File: src/rtl/step_pulse_gen.sv
// Step/dir conditioner: turns single-cycle step strobes into timed step pulses with dir setup/hold.
// Optional STEP_POS_LOAD_EN adds a synchronous position load port pair.
module step_pulse_gen #(
    parameter int unsigned PULSE_CYCLES     = 16,
    parameter int unsigned LOW_CYCLES       = 16,
    parameter int unsigned DIR_SETUP_CYCLES = 8,
    parameter int unsigned POS_WIDTH        = 64
) (
    input  logic                        CLK,
    input  logic                        resetn,
    input  logic                        step_req,
    input  logic                        dir_in,
    input  logic                        status_clear,
`ifdef STEP_POS_LOAD_EN
    input  logic                        pos_load,
    input  logic [POS_WIDTH-1:0]        pos_load_value,
`endif
    output logic                        step_out,
    output logic                        dir_out,
    output logic                        busy,
    output logic signed [POS_WIDTH-1:0] position,
    output logic                        overrun,
    output logic [7:0]                  overrun_count
);

    localparam int unsigned MAX_PL = (PULSE_CYCLES > LOW_CYCLES) ? PULSE_CYCLES : LOW_CYCLES;
    localparam int unsigned MAX_P  = (MAX_PL > DIR_SETUP_CYCLES) ? MAX_PL : DIR_SETUP_CYCLES;
    localparam int unsigned CNT_W  = (MAX_P > 1) ? $clog2(MAX_P) : 1;
    localparam logic [POS_WIDTH-1:0] POS_ONE = POS_WIDTH'(1);

    typedef enum logic [1:0] {
        S_IDLE,
        S_DIR_SETUP,
        S_PULSE_HIGH,
        S_PULSE_LOW
    } state_t;

    state_t                      state, state_n;
    logic [CNT_W-1:0]            cnt, cnt_n;
    logic                        pend_v, pend_v_n;
    logic                        pend_dir, pend_dir_n;
    logic                        dir_n, step_n, busy_n, ov_n;
    logic [7:0]                  ov_cnt_n;
    logic signed [POS_WIDTH-1:0] pos_n;
    logic                        cnt_done, dispatch, disp_dir, disp_pend, drop, enter_high;

    // State and registered outputs
    always_ff @(posedge CLK or negedge resetn) begin
        if (!resetn) begin
            state         <= S_IDLE;
            cnt           <= '0;
            pend_v        <= 1'b0;
            pend_dir      <= 1'b0;
            step_out      <= 1'b0;
            dir_out       <= 1'b0;
            busy          <= 1'b0;
            position      <= '0;
            overrun       <= 1'b0;
            overrun_count <= '0;
        end else begin
            state         <= state_n;
            cnt           <= cnt_n;
            pend_v        <= pend_v_n;
            pend_dir      <= pend_dir_n;
            step_out      <= step_n;
            dir_out       <= dir_n;
            busy          <= busy_n;
            position      <= pos_n;
            overrun       <= ov_n;
            overrun_count <= ov_cnt_n;
        end
    end

    // Next-state, counter, pending slot, position and status
    always_comb begin
        state_n    = state;
        cnt_done   = (cnt == '0);
        cnt_n      = cnt_done ? cnt : cnt - CNT_W'(1);
        dir_n      = dir_out;
        dispatch   = 1'b0;
        pend_v_n   = pend_v;
        pend_dir_n = pend_dir;
        drop       = 1'b0;
        ov_n       = overrun;
        ov_cnt_n   = overrun_count;
        pos_n      = position;

        case (state)
            S_IDLE: begin
                if (pend_v || step_req) dispatch = 1'b1;
            end
            S_DIR_SETUP: begin
                if (cnt_done) begin
                    state_n = S_PULSE_HIGH;
                    cnt_n   = CNT_W'(PULSE_CYCLES - 1);
                end
            end
            S_PULSE_HIGH: begin
                if (cnt_done) begin
                    state_n = S_PULSE_LOW;
                    cnt_n   = CNT_W'(LOW_CYCLES - 1);
                end
            end
            S_PULSE_LOW: begin
                if (cnt_done) begin
                    if (pend_v) begin
                        dispatch = 1'b1;
                    end else begin
                        state_n = S_IDLE;
                        cnt_n   = '0;
                    end
                end
            end
            default: begin
                state_n = S_IDLE;
                cnt_n   = '0;
            end
        endcase

        // A queued request always goes before a fresh strobe
        disp_dir  = pend_v ? pend_dir : dir_in;
        disp_pend = dispatch && pend_v;
        if (dispatch) begin
            if (disp_dir == dir_out) begin
                state_n = S_PULSE_HIGH;
                cnt_n   = CNT_W'(PULSE_CYCLES - 1);
            end else begin
                dir_n   = disp_dir;
                state_n = S_DIR_SETUP;
                cnt_n   = CNT_W'(DIR_SETUP_CYCLES - 1);
            end
        end

        if (step_req && !(dispatch && !pend_v)) begin
            if (!pend_v || disp_pend) begin
                pend_v_n   = 1'b1;
                pend_dir_n = dir_in;
            end else begin
                drop = 1'b1;
            end
        end else if (disp_pend) begin
            pend_v_n = 1'b0;
        end

        if (drop) begin
            ov_n     = 1'b1;
            ov_cnt_n = status_clear ? 8'd1 :
                       (overrun_count == 8'hFF) ? 8'hFF : overrun_count + 8'd1;
        end else if (status_clear) begin
            ov_n     = 1'b0;
            ov_cnt_n = '0;
        end

        enter_high = (state_n == S_PULSE_HIGH) && (state != S_PULSE_HIGH);
        if (enter_high) pos_n = dir_n ? position + POS_ONE : position - POS_ONE;
`ifdef STEP_POS_LOAD_EN
        if (pos_load) pos_n = pos_load_value;
`endif

        step_n = (state_n == S_PULSE_HIGH);
        busy_n = (state_n != S_IDLE) || pend_v_n;
    end

endmodule

File: config.mk
export PLATFORM = sky130hd
export DESIGN_NAME = step_pulse_gen
export DESIGN_NICKNAME = d
export VERILOG_FILES = /design/src/rtl/step_pulse_gen.sv
export SDC_FILE = /design/constraint.sdc
export NUM_CORES = 1
export LEC_CHECK = 0
export ABC_AREA = 1
export BUFFER_PORTS_ARGS = -buffer_cell sky130_fd_sc_hd__buf_2
export CORE_MARGIN = 5
export CORE_UTILIZATION = 25
export DETAILED_ROUTE_END_ITERATION = 8
export PLACE_DENSITY = 0.43
export SYNTH_ARGS = -nofsm -noshare
export SYNTH_HDL_FRONTEND = slang
export SYNTH_SLANG_ARGS = --single-unit
File: constraint.sdc
create_clock -name CLK -period 3.43 [get_ports CLK]
set_input_delay 0.5145 -clock CLK [delete_from_list [all_inputs] [get_ports CLK]]
set_output_delay 0.5145 -clock CLK [all_outputs]
set_load 0.05 [all_outputs]
==> reports/metrics.cfg, run 1 <==
[finish]
n_antenna_cell=0
drive_above_1_share_pct=12.7
nets=1524
fin_cells=1956
area_growth_pct=17.6
num-fill-cells=3741

[die]
start_util_pct=25.5
io_pins=81
die-area_sq_um=37100
fp.dieH_um=193
rows=66
core_area_sq_um=32700
die-width_um=193

[global_routing]
gr-total-overflow=0
grt_max_degree=69
grt_usage_pct=17.7
antenna_found_initial=0
first_global_vias=8634
grt_pass1_wl_um=50700

[yosys]
syn_inst=1424
ys_ff_latch=84
async_reset_ff_share_pct=100
ys.warnings.count=0
synth_top_cell_area_share_pct=25.5
ys_seq_area_share_pct=25.2
yosysMostFrequentCell=nand2_1
syn-mean-instance-area_sq_um=5.86
synth_common_cells=nand2_1 (567), inv_1 (192), nor2_1 (150), nand3_1 (91), dfrtp_1 (84)
syn_area_sq_um=8340
synth_area_leaders=nand2_1 (26%), dfrtp_1 (25%), inv_1 (8.6%), nor2_1 (6.8%), o41ai_1 (6.0%)
syn_nets=1439
yosys.cell_types.count=44
synth_enable_flop_cells=0
yosys_most_used_dff=dfrtp_1
yosysTopAreaCell=nand2_1

[clocking]
clock-sinks=84
cts_buffer_depth=2
clkTransAtPathRegs_ps=80
root_buffer=clkbuf_16
cts.htree.levels=3
cts_tree=yes
cts_buffers=9
hold_buffers=0
clk_latency_ps=380

[critical_path]
cp.arrival_ps=3460
end_kind=flop
worstSetupPathType=reg2reg
crit_path_start_kind=flop
critPathMaxFanout=28
worstPathRequired_ps=3700

[job]
maxCapViolations=0

[drt]
ant_nets=0
drt_pass1_iterations=5
route.detailed.drc=0
viasPerCell=4.69
drt_iter0_markers=650
wire_per_inst_um=16.8
vias=9173
wirelength_um=32800

[timing]
finalCritPeriodShare_pct=93.0
setup_viol_count_final=0
hold_viol_final=0
max_freq_mhz=314
final.min_clock_period_ps=3190
worst_pin_slew_ps=1060
skew_ps=14.9
rsz0062_at_grt=no
drv_slew=0
fin_setup_tns_ps=0
slew_headroom_pct=28.3

[outcome]
outcome=complete, no violations

[hold_path]
hp-class=in2async

[placed_design]
place_congestion=0.931
dp_hpwl_um=26000
placedCellCount=1939
portBuffers=80

==> what timing repair did <==
| item | in CTS | in global routing |
|---|---|---|
| endpoints found under the setup margin | 0 | 35 |
| buffers inserted | 0 | 1 |
| gates resized for setup | 0 | 21 |
==> area by class of cell <==
| type | count | area (sq um) | share of cell area, % |
|---|---|---|---|
| Timing Repair Buffer | 107 | 706 | 7.19 |
| Multi-Input combinational cell | 1109 | 5330 | 54.4 |
| Clock inverter | 7 | 146 | 1.49 |
| Inverter | 198 | 744 | 7.59 |
| Tap cell | 442 | 553 | 5.64 |
| Sequential cell | 84 | 2100 | 21.4 |
| Clock buffer | 9 | 225 | 2.30 |
==> state kept, by name (all words and copies together), names as in the netlist <==
signal	flops
step_out	1
busy	1
state	2
cnt	4
pend_dir	1
pend_v	1
overrun	1
overrun_count	8
position	64
dir_out	1
==> final timing paths <==
check / to / start / depth (start not counted) / slack [ps]
max in group asynchronous: position[63] / resetn / 2 / 2520
min in group CLK: pend_dir / dir_in / 3 / 420
worst min register to register: overrun / overrun / 2 / 480
worst max register to register: position[49] / state[0] / 21 / 240
worst max-delay path: position[49] / state[0] / 21 / 240
worst min-delay path: cnt[2] / resetn / 1 / 210
==> cells in the final DEF (no fill, tap or decap), drive strengths merged, types with 10 or more instances in the layout <==
cell type	instances
buf	107
nor2	160
ha	10
nand2	583
xor2	28
o21ai	90
dfrtp	84
inv	199
o41ai	57
a21oi	31
o22ai	14
nand3	94
==> logic make-up after synthesis <==
group / after synthesis / synth area share [%]
AO/OA/AOI/OAI: 207 / 16.0
XOR/XNOR: 29 / 3.32
adder cells (fa/ha/maj): 10 / 1.50
buffers and inverters: 231 / 11.6
flip-flops: 84 / 25.2
AND/OR/NAND/NOR: 863 / 42.4
==> layer usage <==
layer / share of wire [%] / wire length (um) / track usage [%] / vias up
li1: - / - / - / 4722
met5: 0 / 0 / 0 / -
met4: 1.9 / 612 / 4.96 / 0
met1: 49 / 16200 / 25.9 / 4219
met2: 44 / 14500 / 27.3 / 197
met3: 4.6 / 1530 / 2.10 / 35
==> through the flow <==
stage          utilization (%)  hold slack (ps)  setup WS [ps]  cell area [sq um]
6_report                  30.0              213            242               9810
3_3_place_gp              28.7              462            147               9380
3_5_place_dp              28.7              469           99.5               9380
2_1_floorplan                -              219            854               8340
5_1_grt                   30.0              281           3.93               9810
4_1_cts                   29.8              241           82.6               9750
==> critical path: stages, from the launching register on <==
cell and delay [ps]:
dfrtp_1 430, ha_1 270, nand2_2 90, clkinv_2 80, nand3_4 80, nand2_4 70, nand2_4 140, nand2_4 80
nand2_4 100, buf_12 140, buf_12 180, nand2_1 90, nand2_1 110, nor2_1 90, nand2_1 130, o21ai_1 110
a21oi_1 280, inv_1 120, nor2_1 220, nand3_1 120, nand3_1 100, nand2_1 50
Power of run 1 is left out: the tool's default activity adds up to more than one toggle a clock period on the data nets, which glitch-free logic cannot reach.
==> run 2: changes to the inputs <==
==> constraint.sdc (replaced) <==
create_clock -name CLK -period 2.95 [get_ports CLK]
set_input_delay 0.295 -clock CLK [delete_from_list [all_inputs] [get_ports CLK]]
set_output_delay 0.295 -clock CLK [all_outputs]
set_load 0.05 [all_outputs]
==> run 2 against run 1 <==
- worst hold slack got worse by 230 ps
- first-iteration DRC count down 7.1%
- non-clock buffer count increased by 121
- the run now ends with negative hold slack left
- count of clock-buffer cells in the layout did not move
- sequential cell count stayed put
- global-route usage rose by 0.83 points
- design area rose by 23%
- final cell count grew 6.3%
- wire length up 10%
- worst setup slack got worse by 120 ps
- critical path depth up 3
- clock skew rose by 4.4 ps
==> reports/metrics.cfg, run 2 (same netlist as run 1, synthesis figures left out) <==
[outcome]
outcome=complete, but fails checks  ; was complete, no violations
violations=negative hold slack

[die]
io_pins=81  ; unchanged
core_area_sq_um=32700  ; unchanged
rows=66  ; unchanged
fp.dieH_um=193  ; unchanged
die-width_um=193  ; unchanged
start_util_pct=25.5  ; unchanged
die-area_sq_um=37100  ; unchanged

[placed_design]
placedCellCount=2039  ; was 1939
portBuffers=80  ; unchanged
dp_hpwl_um=27400  ; was 26000 um
place_congestion=0.969  ; was 0.931

[global_routing]
grt_usage_pct=18.5  ; was 17.7%
gr-total-overflow=0  ; unchanged
grt_pass1_wl_um=53100  ; was 50700 um
antenna_found_initial=0  ; unchanged
grt_max_degree=50  ; was 69
first_global_vias=9192  ; was 8634

[finish]
num-fill-cells=3599  ; was 3741
multiInputGateArea_sq_um=6650  ; was 5330 sq um
regMostFlops=position  ; unchanged
final_cell_mix=nand2_1 (431), inv_1 (187), buf_4 (132), nand2_2 (118), nand3_1 (87)  ; was nand2_1 (562), inv_1 (190), nor2_1 (138), nand3_1 (91), dfrtp_1 (84)
largest_register_ffs=64  ; unchanged
area_growth_pct=44.6  ; was 17.6%
final_common_cell=nand2_1  ; unchanged
nets=1647  ; was 1524
regArea_sq_um=2100  ; unchanged
fin_cells=2079  ; was 1956
reg_top3=position (64), overrun_count (8), cnt (4)  ; unchanged
n_antenna_cell=0  ; unchanged
drive_above_1_share_pct=35.6  ; was 12.7%

[timing]
max_freq_mhz=354  ; was 314 MHz
finalCritPeriodShare_pct=95.9  ; was 93.0%
setup_viol_count_final=0  ; unchanged
drv_slew=0  ; unchanged
final.min_clock_period_ps=2830  ; was 3190 ps
hold_viol_final=33  ; was 0
slew_headroom_pct=17.7  ; was 28.3%
whs_ps=-13.5  ; was 213 ps
rsz0062_at_grt=yes  ; was no
skew_ps=19.3  ; was 14.9 ps
worst_pin_slew_ps=1220  ; was 1060 ps

[drt]
ant_nets=0  ; unchanged
viasPerCell=4.80  ; was 4.69
drt_iter0_markers=604  ; was 650
wire_per_inst_um=17.4  ; was 16.8 um
route.detailed.drc=0  ; unchanged
vias=9969  ; was 9173
drt_pass1_iterations=5  ; unchanged
wirelength_um=36100  ; was 32800 um

[job]
maxCapViolations=0  ; unchanged

[critical_path]
crit_path_start_kind=flop  ; unchanged
r2r_slack_ps=120  ; was 240 ps
worstPathRequired_ps=3190  ; was 3700 ps
worstRegToRegCells=24  ; was 21
end_kind=flop  ; unchanged
crit_end=position[21]  ; was position[49]
critPathMaxFanout=21  ; was 28
worstSetupStartpoint=state[0]  ; unchanged
r2r_start=state[0]  ; unchanged
cp.arrival_ps=3070  ; was 3460 ps
r2r-end=position[21]  ; was position[49]
worstSetupPathType=reg2reg  ; unchanged

[clocking]
clkTransAtPathRegs_ps=80  ; about the same
cts_buffer_depth=2  ; unchanged
root_buffer=clkbuf_16  ; unchanged
clk_latency_ps=370  ; was 380 ps
cts_buffers=9  ; unchanged
cts_tree=yes  ; unchanged
clock-sinks=84  ; unchanged
cts.htree.levels=3  ; unchanged

[hold_path]
hp-class=in2async  ; unchanged

==> run 2: area by class of cell <==
cell class,count,share of cell area (%)
sequential,84,17.4
multi-input combinational,1111,55.1
timing repair buffer,228,14.3
clock inverter,7,0.539
tap,442,4.58
clock buffer,9,1.87
inverter,198,6.19
==> run 2: layer usage <==
metal | vias to the layer above | track usage (%) | part of all wire [%]
met3 | 28 | 2.50 | 5.0
met4 | 0 | 4.94 | 1.7
met5 | - | 0 | 0
met2 | 232 | 28.6 | 45
li1 | 4995 | - | -
met1 | 4714 | 27.0 | 49
==> run 2: worst min-delay path by stage <==
stage	to	slack, ps
finish	position[3]	-10
floorplan	busy	-0.6
CTS	cnt[1]	10
detailed placement	position[2]	400
global route	cnt[1]	50
global placement	position[6]	400
==> run 2: metrics by stage <==
step	util [%]	area, sq um	TNS [ps]	setup slack [ps]	hold slack (ps)
CTS	32.2	10500	0	0.0964	14.3
finish	36.9	12100	0	122	-13.5
floorplan	-	8340	0	374	-0.591
global route	36.9	12100	-2000	-105	46.2
detailed placement	30.9	10100	-1350	-90.2	402
global placement	30.9	10100	-530	-74.2	397
==> run 2: what timing repair did <==
item | CTS | global route
hold endpoints to repair | 0 | 0
cloned | 0 | 8
endpoints found under the setup margin | 35 | 58
gates resized for setup | 33 | 375
pin swaps | 1 | 54
setup buffers | 3 | 13
hold buffers | 0 | 0
==> run 2: critical path: stages (launching register included) <==
cell and delay (ps):
dfrtp_1 380, ha_2 210, nand2_2 60, clkinv_2 70, nand3_4 90, nand2_8 120
nand2_8 80, nand2_8 90, nand2_8 90, buf_12 170, nand2_1 60, nand2_1 80
buf_4 160, inv_2 50, nand2_2 80, nor2_4 110, nand2_1 60, nand2_1 50
inv_1 50, nand2_2 100, nand2_1 80, nand2_2 110, buf_4 130, xor2_1 150
o21ai_0 80
Power of run 2 is left out for the same reason.
==> run 3: changes to the inputs <==
==> constraint.sdc (replaced) <==
create_clock -name CLK -period 2.95 [get_ports CLK]
set_input_delay 0 -clock CLK [delete_from_list [all_inputs] [get_ports CLK]]
set_output_delay 0 -clock CLK [all_outputs]
set_load 0.05 [all_outputs]
==> run 3 against run 2 <==
- the run now ends clean
- critical path depth down 2
- clock skew down 3.4 ps
- via count down 0.98%
- count of clock-buffer cells in the layout unchanged
- first-iteration DRC count up 17%
- wire length down 2.4%
- maximum frequency down 1.3%
- sequential share of layout area up 0.74 points
- worst setup slack worse by 37 ps
- utilization down 1.5 points
- final cell count down 0.34%
- worst hold slack better by 270 ps
==> reports/metrics.cfg, run 3 (same netlist as run 1, synthesis figures left out) <==
[finish]
largest_register_ffs=64  ; unchanged
nets=1640  ; was 1647
regArea_sq_um=2100  ; unchanged
regMostFlops=position  ; unchanged
multiInputGateArea_sq_um=6230  ; was 6650 sq um
final_cell_mix=nand2_1 (456), inv_1 (190), buf_4 (129), nand2_2 (109), nand3_1 (88)  ; was nand2_1 (431), inv_1 (187), buf_4 (132), nand2_2 (118), nand3_1 (87)
drive_above_1_share_pct=31.8  ; was 35.6%
n_antenna_cell=0  ; unchanged
fin_cells=2072  ; was 2079
reg_top3=position (64), overrun_count (8), cnt (4)  ; unchanged
final_cell_area_sq_um=11600  ; was 12100 sq um
area_growth_pct=38.8  ; was 44.6%
final_common_cell=nand2_1  ; unchanged
num-fill-cells=3629  ; was 3599

[critical_path]
worstSetupPathType=reg2reg  ; unchanged
slowest_delay_ps=400  ; was 380 ps
path_cells=inv_1 > ha_4 > inv_2 > buf_4 > nand3_4 > nand2_8 > buf_12 > nand2_1 > nand2_1 > buf_4 > inv_1 > nand2_2 > nor2_4 > nand2_1 > nand2_1 > inv_1 > nand2_2 > nand2_2 > nand2_4 > buf_4 > xor2_1 > o21ai_1  ; was ha_2 > nand2_2 > clkinv_2 > nand3_4 > nand2_8 > nand2_8 > nand2_8 > nand2_8 > buf_12 > nand2_1 > nand2_1 > buf_4 > inv_2 > nand2_2 > nor2_4 > nand2_1 > nand2_1 > inv_1 > nand2_2 > nand2_1 > nand2_2 > buf_4 > xor2_1 > o21ai_0
end_kind=flop  ; unchanged
crit_family=buffers and inverters  ; was simple AND/OR/NAND/NOR gates
path_buf_inv=8  ; was 6
crit_path_start_kind=flop  ; unchanged
critPathMaxFanout=11  ; was 21
slowest_stage=dfrtp_1  ; unchanged
cp.arrival_ps=3120  ; was 3070 ps
worstPathRequired_ps=3200  ; was 3190 ps
path_common_cell=nand2_1  ; unchanged

[clocking]
clkTransAtPathRegs_ps=80  ; about the same
clock-sinks=84  ; unchanged
cts_tree=yes  ; unchanged
cts_buffer_depth=2  ; unchanged
root_buffer=clkbuf_16  ; unchanged
cts.htree.levels=3  ; unchanged
clk_latency_ps=370  ; about the same
cts_buffers=9  ; unchanged

[timing]
finalCritPeriodShare_pct=97.1  ; was 95.9%
max_freq_mhz=349  ; was 354 MHz
worst_pin_slew_ps=1150  ; was 1220 ps
final.min_clock_period_ps=2870  ; was 2830 ps
fin_setup_tns_ps=0  ; unchanged
slew_headroom_pct=22.1  ; was 17.7%
hold_viol_final=0  ; was 33
skew_ps=15.9  ; was 19.3 ps
rsz0062_at_grt=yes  ; unchanged
setup_viol_count_final=0  ; unchanged
drv_slew=0  ; unchanged

[global_routing]
grt_max_degree=43  ; was 50
met1_usage_pct=27.2  ; was 27.0%
grt_pass1_wl_um=53400  ; was 53100 um
grt_usage_pct=18.6  ; was 18.5%
grt_util_met3_pct=2.08  ; was 2.50%
first_global_vias=9178  ; was 9192
antenna_found_initial=0  ; unchanged
use_met2_pct=29.2  ; was 28.6%
busiest_layer=met2  ; unchanged
gr-total-overflow=0  ; unchanged

[placed_design]
placedCellCount=2040  ; was 2039
dp_hpwl_um=27500  ; was 27400 um
place_area_sq_um=10100  ; about the same
place_congestion=0.962  ; was 0.969
portBuffers=80  ; unchanged

[drt]
wire_per_inst_um=17.0  ; was 17.4 um
viasPerCell=4.76  ; was 4.80
vias=9871  ; was 9969
drt_pass1_iterations=5  ; unchanged
ant_nets=0  ; unchanged
wirelength_um=35300  ; was 36100 um
drt_iter0_markers=705  ; was 604
route.detailed.drc=0  ; unchanged

[die]
die-area_sq_um=37100  ; unchanged
die-width_um=193  ; unchanged
io_pins=81  ; unchanged
start_util_pct=25.5  ; unchanged
rows=66  ; unchanged
core_area_sq_um=32700  ; unchanged
fp.dieH_um=193  ; unchanged

[hold_path]
hp-class=in2async  ; unchanged

[job]
maxCapViolations=0  ; unchanged

[outcome]
outcome=complete, no violations  ; was complete, but fails checks

==> run 3: cell count changes in the layout (fill, tap and decap cells not counted), moves of 3 or more <==
cell,change
nand2_2,-9
o21ai_2,-5
nand2_1,+25
inv_1,+3
nor2_4,-22
nor2_1,+13
nor2_2,+9
clkbuf_16,-3
dlygate4sd3_1,+4
nand2_8,-4
buf_4,-3
o21ai_0,+5
nand2_4,-14
==> run 3: cell type report <==
class,instances,area share (%)
clock buffer,9,1.95
clock inverter,7,0.897
inverter,198,6.43
multi-input combinational,1109,53.9
sequential,84,18.2
tap,442,4.78
timing repair buffer,223,13.9
==> run 3: stage by stage <==
step | utilization (%) | worst slack [ps] | hold slack (ps)
after floorplan | - | 374 | -296
after global placement | 30.9 | -72.4 | 91.9
after detailed placement | 30.9 | -107 | 97.7
after CTS | 32.4 | 1.05 | 268
after global routing | 35.4 | -102 | 302
final | 35.4 | 84.9 | 255
==> run 3: what timing repair did <==
action | in CTS | in global routing
setup buffers | 1 | 9
pin swaps | 1 | 37
resized for setup | 27 | 276
gates cloned | 0 | 2
hold buffers | 4 | 0
hold endpoints to repair | 48 | 0
setup endpoints to repair | 35 | 57
==> run 3: final timing paths <==
| path | from | endpoint | slack (ps) | cells after the start |
|---|---|---|---|---|
| setup / recovery | state[0] | position[29] | 80 | 22 |
| hold / removal | resetn | position[7] | 260 | 2 |
| setup reg to reg | state[0] | position[29] | 80 | 22 |
| hold reg to reg | overrun | overrun | 490 | 2 |
| max in group asynchronous | resetn | position[9] | 1910 | 3 |
| min in group CLK | dir_in | pend_dir | 450 | 4 |
==> run 3: metal layers <==
layer  vias to the layer above  part of all wire [%]
li1                       4962                     -
met1                      4612                    49
met2                       260                    45
met3                        37                   4.8
met4                         0                   2.1
met5                         -                     0
Power of run 3 is left out for the same reason.
